--- config.mk ---
export PLATFORM = sky130hd
export DESIGN_NAME = chain_delay_meter_flat
export DESIGN_NICKNAME = d
export VERILOG_FILES = /design/src/rtl/chain_meas_pkg.sv /design/src/rtl/chain_delay_meter_if.sv /design/src/rtl/chain_sync_edge.sv /design/src/rtl/chain_delay_meter.sv /design/src/flat_wrapper.sv
export SDC_FILE = /design/constraint.sdc
export NUM_CORES = 1
export LEC_CHECK = 0
export BUFFER_PORTS_ARGS = -buffer_cell sky130_fd_sc_hd__buf_2
export CORE_MARGIN = 10
export CORE_UTILIZATION = 40
export CTS_BUF_LIST = sky130_fd_sc_hd__clkbuf_2
export CTS_CLUSTER_SIZE = 10
export DETAILED_ROUTE_END_ITERATION = 8
export PLACE_DENSITY = 0.57
export REMOVE_ABC_BUFFERS = 1
export SETUP_SLACK_MARGIN = 0.02
export SYNTH_ARGS = -nofsm -noshare
export SYNTH_HDL_FRONTEND = slang
export SYNTH_HIERARCHICAL = 1
export SYNTH_SLANG_ARGS = --single-unit
--- constraint.sdc ---
create_clock -name clk -period 6.6 [get_ports clk]
set_input_delay 1.32 -clock clk [delete_from_list [all_inputs] [get_ports clk]]
set_output_delay 1.32 -clock clk [all_outputs]
set_load 0.005 [all_outputs]
--- src/rtl/chain_meas_pkg.sv ---
// Shared definitions for the chain-measurement blocks: result status
// encoding and the measurement FSM state type.
package chain_meas_pkg;

  // Result status codes reported on status_o
  localparam logic [1:0] ST_OK        = 2'd0;  // rise and fall both seen
  localparam logic [1:0] ST_LOST      = 2'd1;  // chain swallowed the pulse
  localparam logic [1:0] ST_STUCK     = 2'd2;  // output rose but never fell
  localparam logic [1:0] ST_LINE_HIGH = 2'd3;  // output already high at start

  // Measurement sequencer states
  typedef enum logic [1:0] {
    IDLE = 2'd0,
    RUN  = 2'd1,
    DONE = 2'd2
  } meas_state_e;

endpackage

--- src/rtl/chain_delay_meter_if.sv ---
// Request/result interface of the chain delay meter. The requester (master)
// launches a measurement; the meter (slave) returns status and timestamps.
// CNT_W/PW_W must match the parameters of the attached meter.
interface chain_delay_meter_if #(
  parameter int unsigned CNT_W = 16,
  parameter int unsigned PW_W  = 8
);

  logic             start_i;
  logic [PW_W-1:0]  pulse_width_i;
  logic             busy_o;
  logic             done_o;
  logic [1:0]       status_o;
  logic [CNT_W-1:0] rise_lat_o;
  logic [CNT_W-1:0] fall_lat_o;
  logic [CNT_W-1:0] out_width_o;

  modport master (
    output start_i,
    output pulse_width_i,
    input  busy_o,
    input  done_o,
    input  status_o,
    input  rise_lat_o,
    input  fall_lat_o,
    input  out_width_o
  );

  modport slave (
    input  start_i,
    input  pulse_width_i,
    output busy_o,
    output done_o,
    output status_o,
    output rise_lat_o,
    output fall_lat_o,
    output out_width_o
  );

endinterface

--- src/rtl/chain_sync_edge.sv ---
// Multi-flop synchronizer for an asynchronous level, followed by one
// edge-detect register. rise_o/fall_o are single-cycle pulses derived from
// the synchronized level and its previous value. SYNC_STAGES is 2..4.
module chain_sync_edge #(
  parameter int unsigned SYNC_STAGES = 2
) (
  input  logic clk,
  input  logic rst,
  input  logic async_i,
  output logic sync_o,
  output logic rise_o,
  output logic fall_o
);

  logic [SYNC_STAGES-1:0] sync_q;
  logic [SYNC_STAGES-1:0] sync_d;
  logic                   prev_q;
  logic                   prev_d;

  // Shift the async level in and remember the last synchronized value
  always_comb begin
    sync_d = {sync_q[SYNC_STAGES-2:0], async_i};
    prev_d = sync_q[SYNC_STAGES-1];
  end

  // Synchronizer and edge-detect flops
  always_ff @(posedge clk or posedge rst) begin
    if (rst) begin
      sync_q <= '0;
      prev_q <= 1'b0;
    end else begin
      sync_q <= sync_d;
      prev_q <= prev_d;
    end
  end

  assign sync_o = sync_q[SYNC_STAGES-1];
  assign rise_o = sync_q[SYNC_STAGES-1] & ~prev_q;
  assign fall_o = ~sync_q[SYNC_STAGES-1] & prev_q;

endmodule

--- src/rtl/chain_delay_meter.sv ---
// Chain delay meter: launches one high pulse of W cycles into a delay chain,
// timestamps the synchronized rising and falling edges of the chain output
// and reports rise/fall latency, output width and a status code.
module chain_delay_meter
  import chain_meas_pkg::*;
#(
  parameter int unsigned CNT_W       = 16,
  parameter int unsigned PW_W        = 8,
  parameter int unsigned SYNC_STAGES = 2,
  parameter int unsigned TIMEOUT     = 16'hFFFF
) (
  input  logic                clk,
  input  logic                rst,
  chain_delay_meter_if.slave  meas_if,
  output logic                chain_in_o,
  input  logic                chain_out_i
);

  localparam logic [CNT_W-1:0] TIMEOUT_C = CNT_W'(TIMEOUT);
  localparam logic [CNT_W-1:0] CNT_ONE   = {{(CNT_W-1){1'b0}}, 1'b1};

  meas_state_e      state_q, state_d;
  logic [CNT_W-1:0] cnt_q, cnt_d;
  logic [PW_W-1:0]  w_q, w_d;
  logic             rise_seen_q, rise_seen_d;
  logic             chain_in_q, chain_in_d;
  logic             busy_q, busy_d;
  logic             done_q, done_d;
  logic [1:0]       status_q, status_d;
  logic [CNT_W-1:0] rise_lat_q, rise_lat_d;
  logic [CNT_W-1:0] fall_lat_q, fall_lat_d;
  logic [CNT_W-1:0] out_width_q, out_width_d;

  logic             sync_s;
  logic             rise_s;
  logic             fall_s;
  logic [CNT_W-1:0] w_ext_s;

  chain_sync_edge #(
    .SYNC_STAGES (SYNC_STAGES)
  ) u_sync (
    .clk     (clk),
    .rst     (rst),
    .async_i (chain_out_i),
    .sync_o  (sync_s),
    .rise_o  (rise_s),
    .fall_o  (fall_s)
  );

  assign w_ext_s = {{(CNT_W-PW_W){1'b0}}, w_q};

  // Next-state, launch-pulse and result computation for the sequencer
  always_comb begin
    state_d     = state_q;
    cnt_d       = cnt_q;
    w_d         = w_q;
    rise_seen_d = rise_seen_q;
    chain_in_d  = 1'b0;
    busy_d      = busy_q;
    done_d      = 1'b0;
    status_d    = status_q;
    rise_lat_d  = rise_lat_q;
    fall_lat_d  = fall_lat_q;
    out_width_d = out_width_q;

    case (state_q)
      IDLE: begin
        busy_d = 1'b0;
        if (meas_if.start_i && (meas_if.pulse_width_i != '0)) begin
          // Any accepted start clears the previous results
          rise_lat_d  = '0;
          fall_lat_d  = '0;
          out_width_d = '0;
          busy_d      = 1'b1;
          if (sync_s) begin
            // Line already high: a rise could not be attributed to our pulse
            state_d  = DONE;
            status_d = ST_LINE_HIGH;
            done_d   = 1'b1;
          end else begin
            // First RUN cycle has cnt=0 with the chain input already high
            state_d     = RUN;
            status_d    = ST_OK;
            w_d         = meas_if.pulse_width_i;
            cnt_d       = '0;
            rise_seen_d = 1'b0;
            chain_in_d  = 1'b1;
          end
        end else begin
          state_d = IDLE;
        end
      end

      RUN: begin
        busy_d = 1'b1;
        if (cnt_q == TIMEOUT_C) begin
          cnt_d = cnt_q;
        end else begin
          cnt_d = cnt_q + CNT_ONE;
        end

        // Only the first rise of the run is timestamped
        if (rise_s && !rise_seen_q) begin
          rise_lat_d  = cnt_q;
          rise_seen_d = 1'b1;
        end else begin
          rise_lat_d  = rise_lat_q;
          rise_seen_d = rise_seen_q;
        end

        if (fall_s && rise_seen_q) begin
          // Completing fall wins even on the timeout cycle
          state_d     = DONE;
          status_d    = ST_OK;
          fall_lat_d  = cnt_q;
          out_width_d = cnt_q - rise_lat_q;
          done_d      = 1'b1;
          chain_in_d  = 1'b0;
        end else if (cnt_q == TIMEOUT_C) begin
          state_d    = DONE;
          status_d   = rise_seen_d ? ST_STUCK : ST_LOST;
          done_d     = 1'b1;
          chain_in_d = 1'b0;
        end else begin
          state_d    = RUN;
          chain_in_d = (cnt_d < w_ext_s);
        end
      end

      DONE: begin
        state_d = IDLE;
        busy_d  = 1'b0;
      end

      default: begin
        state_d = IDLE;
        busy_d  = 1'b0;
      end
    endcase
  end

  // Sequencer state, counters, results and registered outputs
  always_ff @(posedge clk or posedge rst) begin
    if (rst) begin
      state_q     <= IDLE;
      cnt_q       <= '0;
      w_q         <= '0;
      rise_seen_q <= 1'b0;
      chain_in_q  <= 1'b0;
      busy_q      <= 1'b0;
      done_q      <= 1'b0;
      status_q    <= ST_OK;
      rise_lat_q  <= '0;
      fall_lat_q  <= '0;
      out_width_q <= '0;
    end else begin
      state_q     <= state_d;
      cnt_q       <= cnt_d;
      w_q         <= w_d;
      rise_seen_q <= rise_seen_d;
      chain_in_q  <= chain_in_d;
      busy_q      <= busy_d;
      done_q      <= done_d;
      status_q    <= status_d;
      rise_lat_q  <= rise_lat_d;
      fall_lat_q  <= fall_lat_d;
      out_width_q <= out_width_d;
    end
  end

  assign chain_in_o          = chain_in_q;
  assign meas_if.busy_o      = busy_q;
  assign meas_if.done_o      = done_q;
  assign meas_if.status_o    = status_q;
  assign meas_if.rise_lat_o  = rise_lat_q;
  assign meas_if.fall_lat_o  = fall_lat_q;
  assign meas_if.out_width_o = out_width_q;

endmodule
--- src/flat_wrapper.sv ---
// flat-port wrapper written by rule: the top's interface ports become plain ports
module chain_delay_meter_flat import chain_meas_pkg::*;
#(
  parameter int unsigned CNT_W       = 16,
  parameter int unsigned PW_W        = 8,
  parameter int unsigned SYNC_STAGES = 2,
  parameter int unsigned TIMEOUT     = 16'hFFFF
)
  (clk, rst, chain_in_o, chain_out_i, meas_if_start_i, meas_if_pulse_width_i, meas_if_busy_o, meas_if_done_o, meas_if_status_o, meas_if_rise_lat_o, meas_if_fall_lat_o, meas_if_out_width_o);
  chain_delay_meter_if #(.CNT_W(CNT_W), .PW_W(PW_W)) meas_if_i ();
  input  logic clk;
  input  logic rst;
  output logic chain_in_o;
  input  logic chain_out_i;
  input wire logic [$bits(meas_if_i.start_i)-1:0] meas_if_start_i;
  input wire logic [$bits(meas_if_i.pulse_width_i)-1:0] meas_if_pulse_width_i;
  output wire logic [$bits(meas_if_i.busy_o)-1:0] meas_if_busy_o;
  output wire logic [$bits(meas_if_i.done_o)-1:0] meas_if_done_o;
  output wire logic [$bits(meas_if_i.status_o)-1:0] meas_if_status_o;
  output wire logic [$bits(meas_if_i.rise_lat_o)-1:0] meas_if_rise_lat_o;
  output wire logic [$bits(meas_if_i.fall_lat_o)-1:0] meas_if_fall_lat_o;
  output wire logic [$bits(meas_if_i.out_width_o)-1:0] meas_if_out_width_o;
  assign meas_if_i.start_i = meas_if_start_i;
  assign meas_if_i.pulse_width_i = meas_if_pulse_width_i;
  assign meas_if_busy_o = meas_if_i.busy_o;
  assign meas_if_done_o = meas_if_i.done_o;
  assign meas_if_status_o = meas_if_i.status_o;
  assign meas_if_rise_lat_o = meas_if_i.rise_lat_o;
  assign meas_if_fall_lat_o = meas_if_i.fall_lat_o;
  assign meas_if_out_width_o = meas_if_i.out_width_o;
  chain_delay_meter #(.CNT_W(CNT_W), .PW_W(PW_W), .SYNC_STAGES(SYNC_STAGES), .TIMEOUT(TIMEOUT)) u_core (.clk(clk), .rst(rst), .meas_if(meas_if_i), .chain_in_o(chain_in_o), .chain_out_i(chain_out_i));
endmodule
After elaboration in Yosys (flattened, before gate mapping)
Index checks and enable logic that the tools add are counted.

Bits in registers: 83. Bits in writable memories: 0. Bits in latches: 0. Memories kept: 0. Input bits: 12. Word-level logic and storage cells: 79. Bits in read-only memories: 0.

Divide/modulo/power cells: 0. Magnitude comparators: 1. Multiplexer cells: 40. Reduce and logical (&&, ||, !) cells: 12. Multiply operators: 0. $add $sub $neg: 2. Equal/unequal tests: 7. Bitwise operators: 4. Shift-type cells: 0.

Operator list (count): $mux W16 (8); $pmux W16 S2 (4); $mux W2 (9); $add A16 B1 Y16 const B (1); $eq A16 B16 Y1 const B (1); $lt A16 B8 Y1 (1); $sub A16 B16 Y16 (1); $reduce_and A3 Y1 (5); $mux W1 (13); $pmux W1 S2 (4); $pmux W2 S2 (2); $reduce_bool A8 Y1 (1); $ne A2 B1 Y1 const B (3); $logic_and A1 B1 Y1 (3); $ne A3 B1 Y1 const B (1); $and A1 B1 Y1 (2); $eq A2 B1 Y1 const B (1); $logic_not A2 Y1 (1); $ne A2 B2 Y1 const B (1); $not A1 Y1 (2); $reduce_bool A2 Y1 (1); $logic_not A1 Y1 (1).

Logic depth before layout (Yosys ltp)
Word-level depth: 9. Gate-level depth with buffers: 13. Gate-level depth less buffers: 13.

Hierarchy
The synthesis kept the hierarchy.

Modules (own cells, without submodules): chain_delay_meter (cells each 534, sequential area each 2001.9 um2, area an instance 4575.6 um2, instances 1); chain_sync_edge (cells each 6, sequential area each 75.1 um2, area an instance 93.8 um2, instances 1).

Least setup slack after synthesis
OpenSTA, ideal clock, no wires.

Path kind: reg-to-reg. Start point: register u_core.cnt_q[9]. End point: register u_core.chain_in_q, in the netlist u_core/chain_in_o. Path slack: 3.428 ns. Arrival: 3.105 ns. Data required time: 6.533 ns. Setup time: 0.067 ns. Clock period less this slack: 3.172 ns. Stages on the path, launching flop included: 13. Cell sequence: dfrtp_1 clkbuf_1 nand4_1 nor4_2 nor2_1 nand4_1 xnor2_1 ha_1 nand3_1 nor3_1 or4_1 a2111oi_1 a31o_1.

Cells in the longest elaborated chain, start to end: 7. Elaborated cells on any way between the ends: 8.

Ends and longest elaborated chain: from (decl) (line chain_delay_meter.sv:23) `logic [CNT_W-1:0] cnt_q, cnt_d;`; from (signal assigned) (line chain_delay_meter.sv:158) `cnt_q <= cnt_d;`; $add A16 B1 Y16 / $eq A16 B16 Y1 (equally long branches) (line chain_delay_meter.sv:99, chain_delay_meter.sv:96, chain_delay_meter.sv:119); $mux W16 (line chain_delay_meter.sv:96) `if (cnt_q == TIMEOUT_C) begin`; $mux W16 (line chain_delay_meter.sv:66) `case (state_q)`; $lt A16 B8 Y1 (line chain_delay_meter.sv:126) `chain_in_d = (cnt_d < w_ext_s);`; $mux W1 (*) (line chain_delay_meter.sv:119) `end else if (cnt_q == TIMEOUT_C) begin`; $mux W1 (*) (line chain_delay_meter.sv:111) `if (fall_s && rise_seen_q) begin`; $pmux W1 S2 (*) (line chain_delay_meter.sv:66); via u_core.chain_in_d (line chain_delay_meter.sv:26) `logic chain_in_q, chain_in_d;`; to (signal assigned) (line chain_delay_meter.sv:161) `chain_in_q <= chain_in_d;`; to (decl) (line chain_delay_meter.sv:26).

The timed path passes the listed nets; every way through them passes the cells marked *. The select of a mux whose other input is x is not followed. A chain may end at the register's enable or synchronous reset.

Worst setup path in the final report
Same ends and word-level chain as after synthesis.

==> qor.yml <==
area_growth_pct: 11.7
ys_seq_elements: 83
worstSetupPathType: "register to register"
io_buffer_count: 64
startpoint_type: "register"
fin_crit_ns: 3.57
power_frac_clock_pct: 15.2
drt_iter0_markers: 216
hold_viol: 0
design.core.area_um2: 11400
status: "completed"
worst_path_most_repeated_cell: "nand4_1"
routed_wl_mm: 12.2
clock_sinks: 83
die_h_um: 128
dpl_cell_area_um2: 5110
cp_max_fo: 10
synthFlopType: "dfrtp_1"
synth_area_um2: 4670
seqPwrFrac_pct: 40.1
clockBufferDepth: 2
grt-ovfl-total: 0
rows: 39
crit_slowest_cell: "nor4_2"
antenna_cells: 0
synth_warnings: 6
reg2reg_from: "u_core/cnt_q[9]$_DFFE_PP0P_"
nets: 629
path_cells: "nand4_1 > nor4_2 > nor2_1 > nand4_1 > xnor2_1 > ha_1 > nand3_1 > nor3_1 > or4_1 > a2111oi_1 > a31o_1"
max_freq_mhz: 280
slew_violations: 0
synthCells: 540
swShare_pct: 41.1
grt_pass1_wl_mm: 20.3
ys_top_cells_by_area: "dfrtp_1 44%, nand2_1 7.8%, ha_1 6.2%"
gr-usage-all-layers_pct: 15.2
crit_path_end_kind: "register"
clk_pin_slew_ns: 0.21
cts_tree: "yes"
grt_start_max_net_pins: 81
finalClockSkew_ns: 0.0216
first_pass_iters: 4
finalSetupTns_ns: 0
slowest_delay_ns: 0.70
fin_util_pct: 45.7
relSlewSlack_pct: 30.8
power.density_nw_per_um2: 327
grt_pass1_vias: 4053
path_delay_family: "simple AND/OR/NAND/NOR gates"
wl_per_cell_um: 16.4
yosysMostFrequentCell: "nand2_1"
vias_per_cell: 5.37
synth_edf_count: 0
power.internal_mw: 1.00
n_fill_cell: 1155
cts_buffers: 9
final_layout_size_suffix_gt1_share_pct: 15.7
start_util_pct: 40.9
htree_levels: 3
fin_area_um2: 5220
p_comb_share_pct: 44.6
worst-endpoint-arrival_ns: 4.09
switchingPower_mw: 0.701
hpwl_mm: 8.86
seq_area_frac_synth_pct: 44.5
worstMarginPinSlew_ns: 1.03
synth_common_cells: "97 x nand2_1, 83 x dfrtp_1, 52 x o21ai_0"
cellLeakagePower_nw: 2.49
cts_setup_buffers: 0
ant_nets: 0
io-pin-count: 65
cap_violations: 0
startpoint: "u_core/cnt_q[9]$_DFFE_PP0P_"
hold-worst-slack_ns: 0.385
cts_root_buffer: "clkbuf_2"
syn_area_per_cell_um2: 8.65
required_ns: 7.13
hp-start: "u_core/u_sync/sync_q[0]$_DFF_PP0_"
die_x_um: 128
yosysTopAreaCellShare_pct: 44.5
antenna_found_initial: 0
synthArstFlopShare_pct: 100
critical_path_buf_inv_count: 0
die_area_um2: 16400
vias: 3981
yosysTopAreaCell: "dfrtp_1"
worst_hold_path_type: "register to register"
cts_resized: 0
rsz0062_at_grt: "no"
yosysUniqueCellTypes: 54
gp_congestion: 0.868
layout_worst_path_cycle_share_pct: 54.0
drc: 0
cts-hold-fix-buffers: 0
final-setup-viol-count: 0
clk_latency_ns: 0.57
peakVddDrop_mv: 0.172
## path summary, 6_finish.rpt
check	endpoint	slack, ns	depth (start not counted)
worst min register to register	u_core/u_sync/sync_q[1]$_DFF_PP0_	0.38	0
worst max register to register	u_core/chain_in_o$_DFF_PP0_	3.03	11
max in group asynchronous	u_core/meas_if.out_width_o[3]$_DFFE_PP0P_	4.90	3
worst min-delay path	u_core/u_sync/sync_q[1]$_DFF_PP0_	0.38	0
worst max-delay path	u_core/chain_in_o$_DFF_PP0_	3.03	11
min in group asynchronous	u_core/u_sync/prev_q$_DFF_PP0_	0.59	2
## placed cells by master, fill, tap and decap left out, types with 3 or more instances in the layout
cell type / n
a211oi_1: 3
a21o_1: 6
a21oi_1: 23
a22o_1: 3
and2_1: 4
buf_2: 64
buf_4: 7
clkbuf_2: 12
clkinv_1: 3
dfrtp_1: 83
ha_1: 23
inv_1: 35
mux2_2: 3
mux2i_1: 4
nand2_1: 97
nand2b_1: 5
nand3_1: 21
nand4_1: 3
nor2_1: 34
nor2b_1: 3
nor3_1: 8
o21a_1: 3
o21ai_0: 52
o21ai_1: 11
o22ai_1: 7
o31ai_1: 12
o41ai_1: 3
or3_1: 6
or4_1: 8
xnor2_1: 9
xor2_1: 9
## state kept, by name, indices dropped and copies added (netlist names), 2 cells and up
signal	cells
u_core/cnt_q	16
u_core/meas_if.fall_lat_o	16
u_core/w_q	8
u_core/meas_if.status_o	2
u_core/meas_if.rise_lat_o	16
u_core/meas_if.out_width_o	16
u_core/u_sync/sync_q	2
u_core/state_q	2
## per-stage QoR
| stage | cells | total power [mW] | setup WS (ns) |
|---|---|---|---|
| after CTS | 741 | 1.73 | 2.99 |
| after global routing | 741 | 1.86 | 2.62 |
| after global placement | 725 | 1.46 | 3.02 |
| after floorplan | 511 | 1.21 | 2.83 |
| final | 741 | 1.71 | 3.03 |
| after detailed placement | 725 | 1.47 | 2.97 |
## per-layer routing
metal  GRT usage [%]  part of all wire, %
met1            19.7                   47
met2            23.8                   45
met3            3.64                  5.8
met4            6.62                  1.9
met5               0                    0
## worst reg2reg max path: stages (launching register included)
cell and delay, ns:
dfrtp_1 0.57, nand4_1 0.30, nor4_2 0.70, nor2_1 0.22
nand4_1 0.21, xnor2_1 0.14, ha_1 0.26, nand3_1 0.11
nor3_1 0.06, or4_1 0.39, a2111oi_1 0.38, a31o_1 0.20
## area by class of cell
type / count / area, µm² / area share (%)
Clock buffer: 12 / 60.1 / 1.15
Clock inverter: 4 / 41.3 / 0.792
Inverter: 36 / 136 / 2.62
Multi-Input combinational cell: 392 / 2350 / 45.0
Sequential cell: 83 / 2080 / 39.8
Tap cell: 143 / 179 / 3.43
Timing Repair Buffer: 71 / 373 / 7.15
## kinds of logic (layout without fill, tap and decap cells)
kind of cell	Yosys count	in the layout	synth area share [%]
and+or+nand+nor	200	200	19.7
buffers and inverters	65	123	5.36
adders and majority gates	24	24	6.59
xor gates and xnor gates	18	18	3.38
AOI/OAI and AO/OA	143	143	18.9
muxes	7	7	1.58
DFF	83	83	44.5
## power by group through the flow
stage          Sequential (mW)  Combinational [mW]  Clock (mW)
2_1_floorplan            0.686               0.522           0
5_1_grt                  0.702               0.869       0.292
6_report                 0.685               0.761       0.260
3_5_place_dp             0.697               0.771           0
4_1_cts                  0.686               0.774       0.273
3_3_place_gp             0.693               0.764           0
Note: power is estimated with default switching activity, not from simulation.
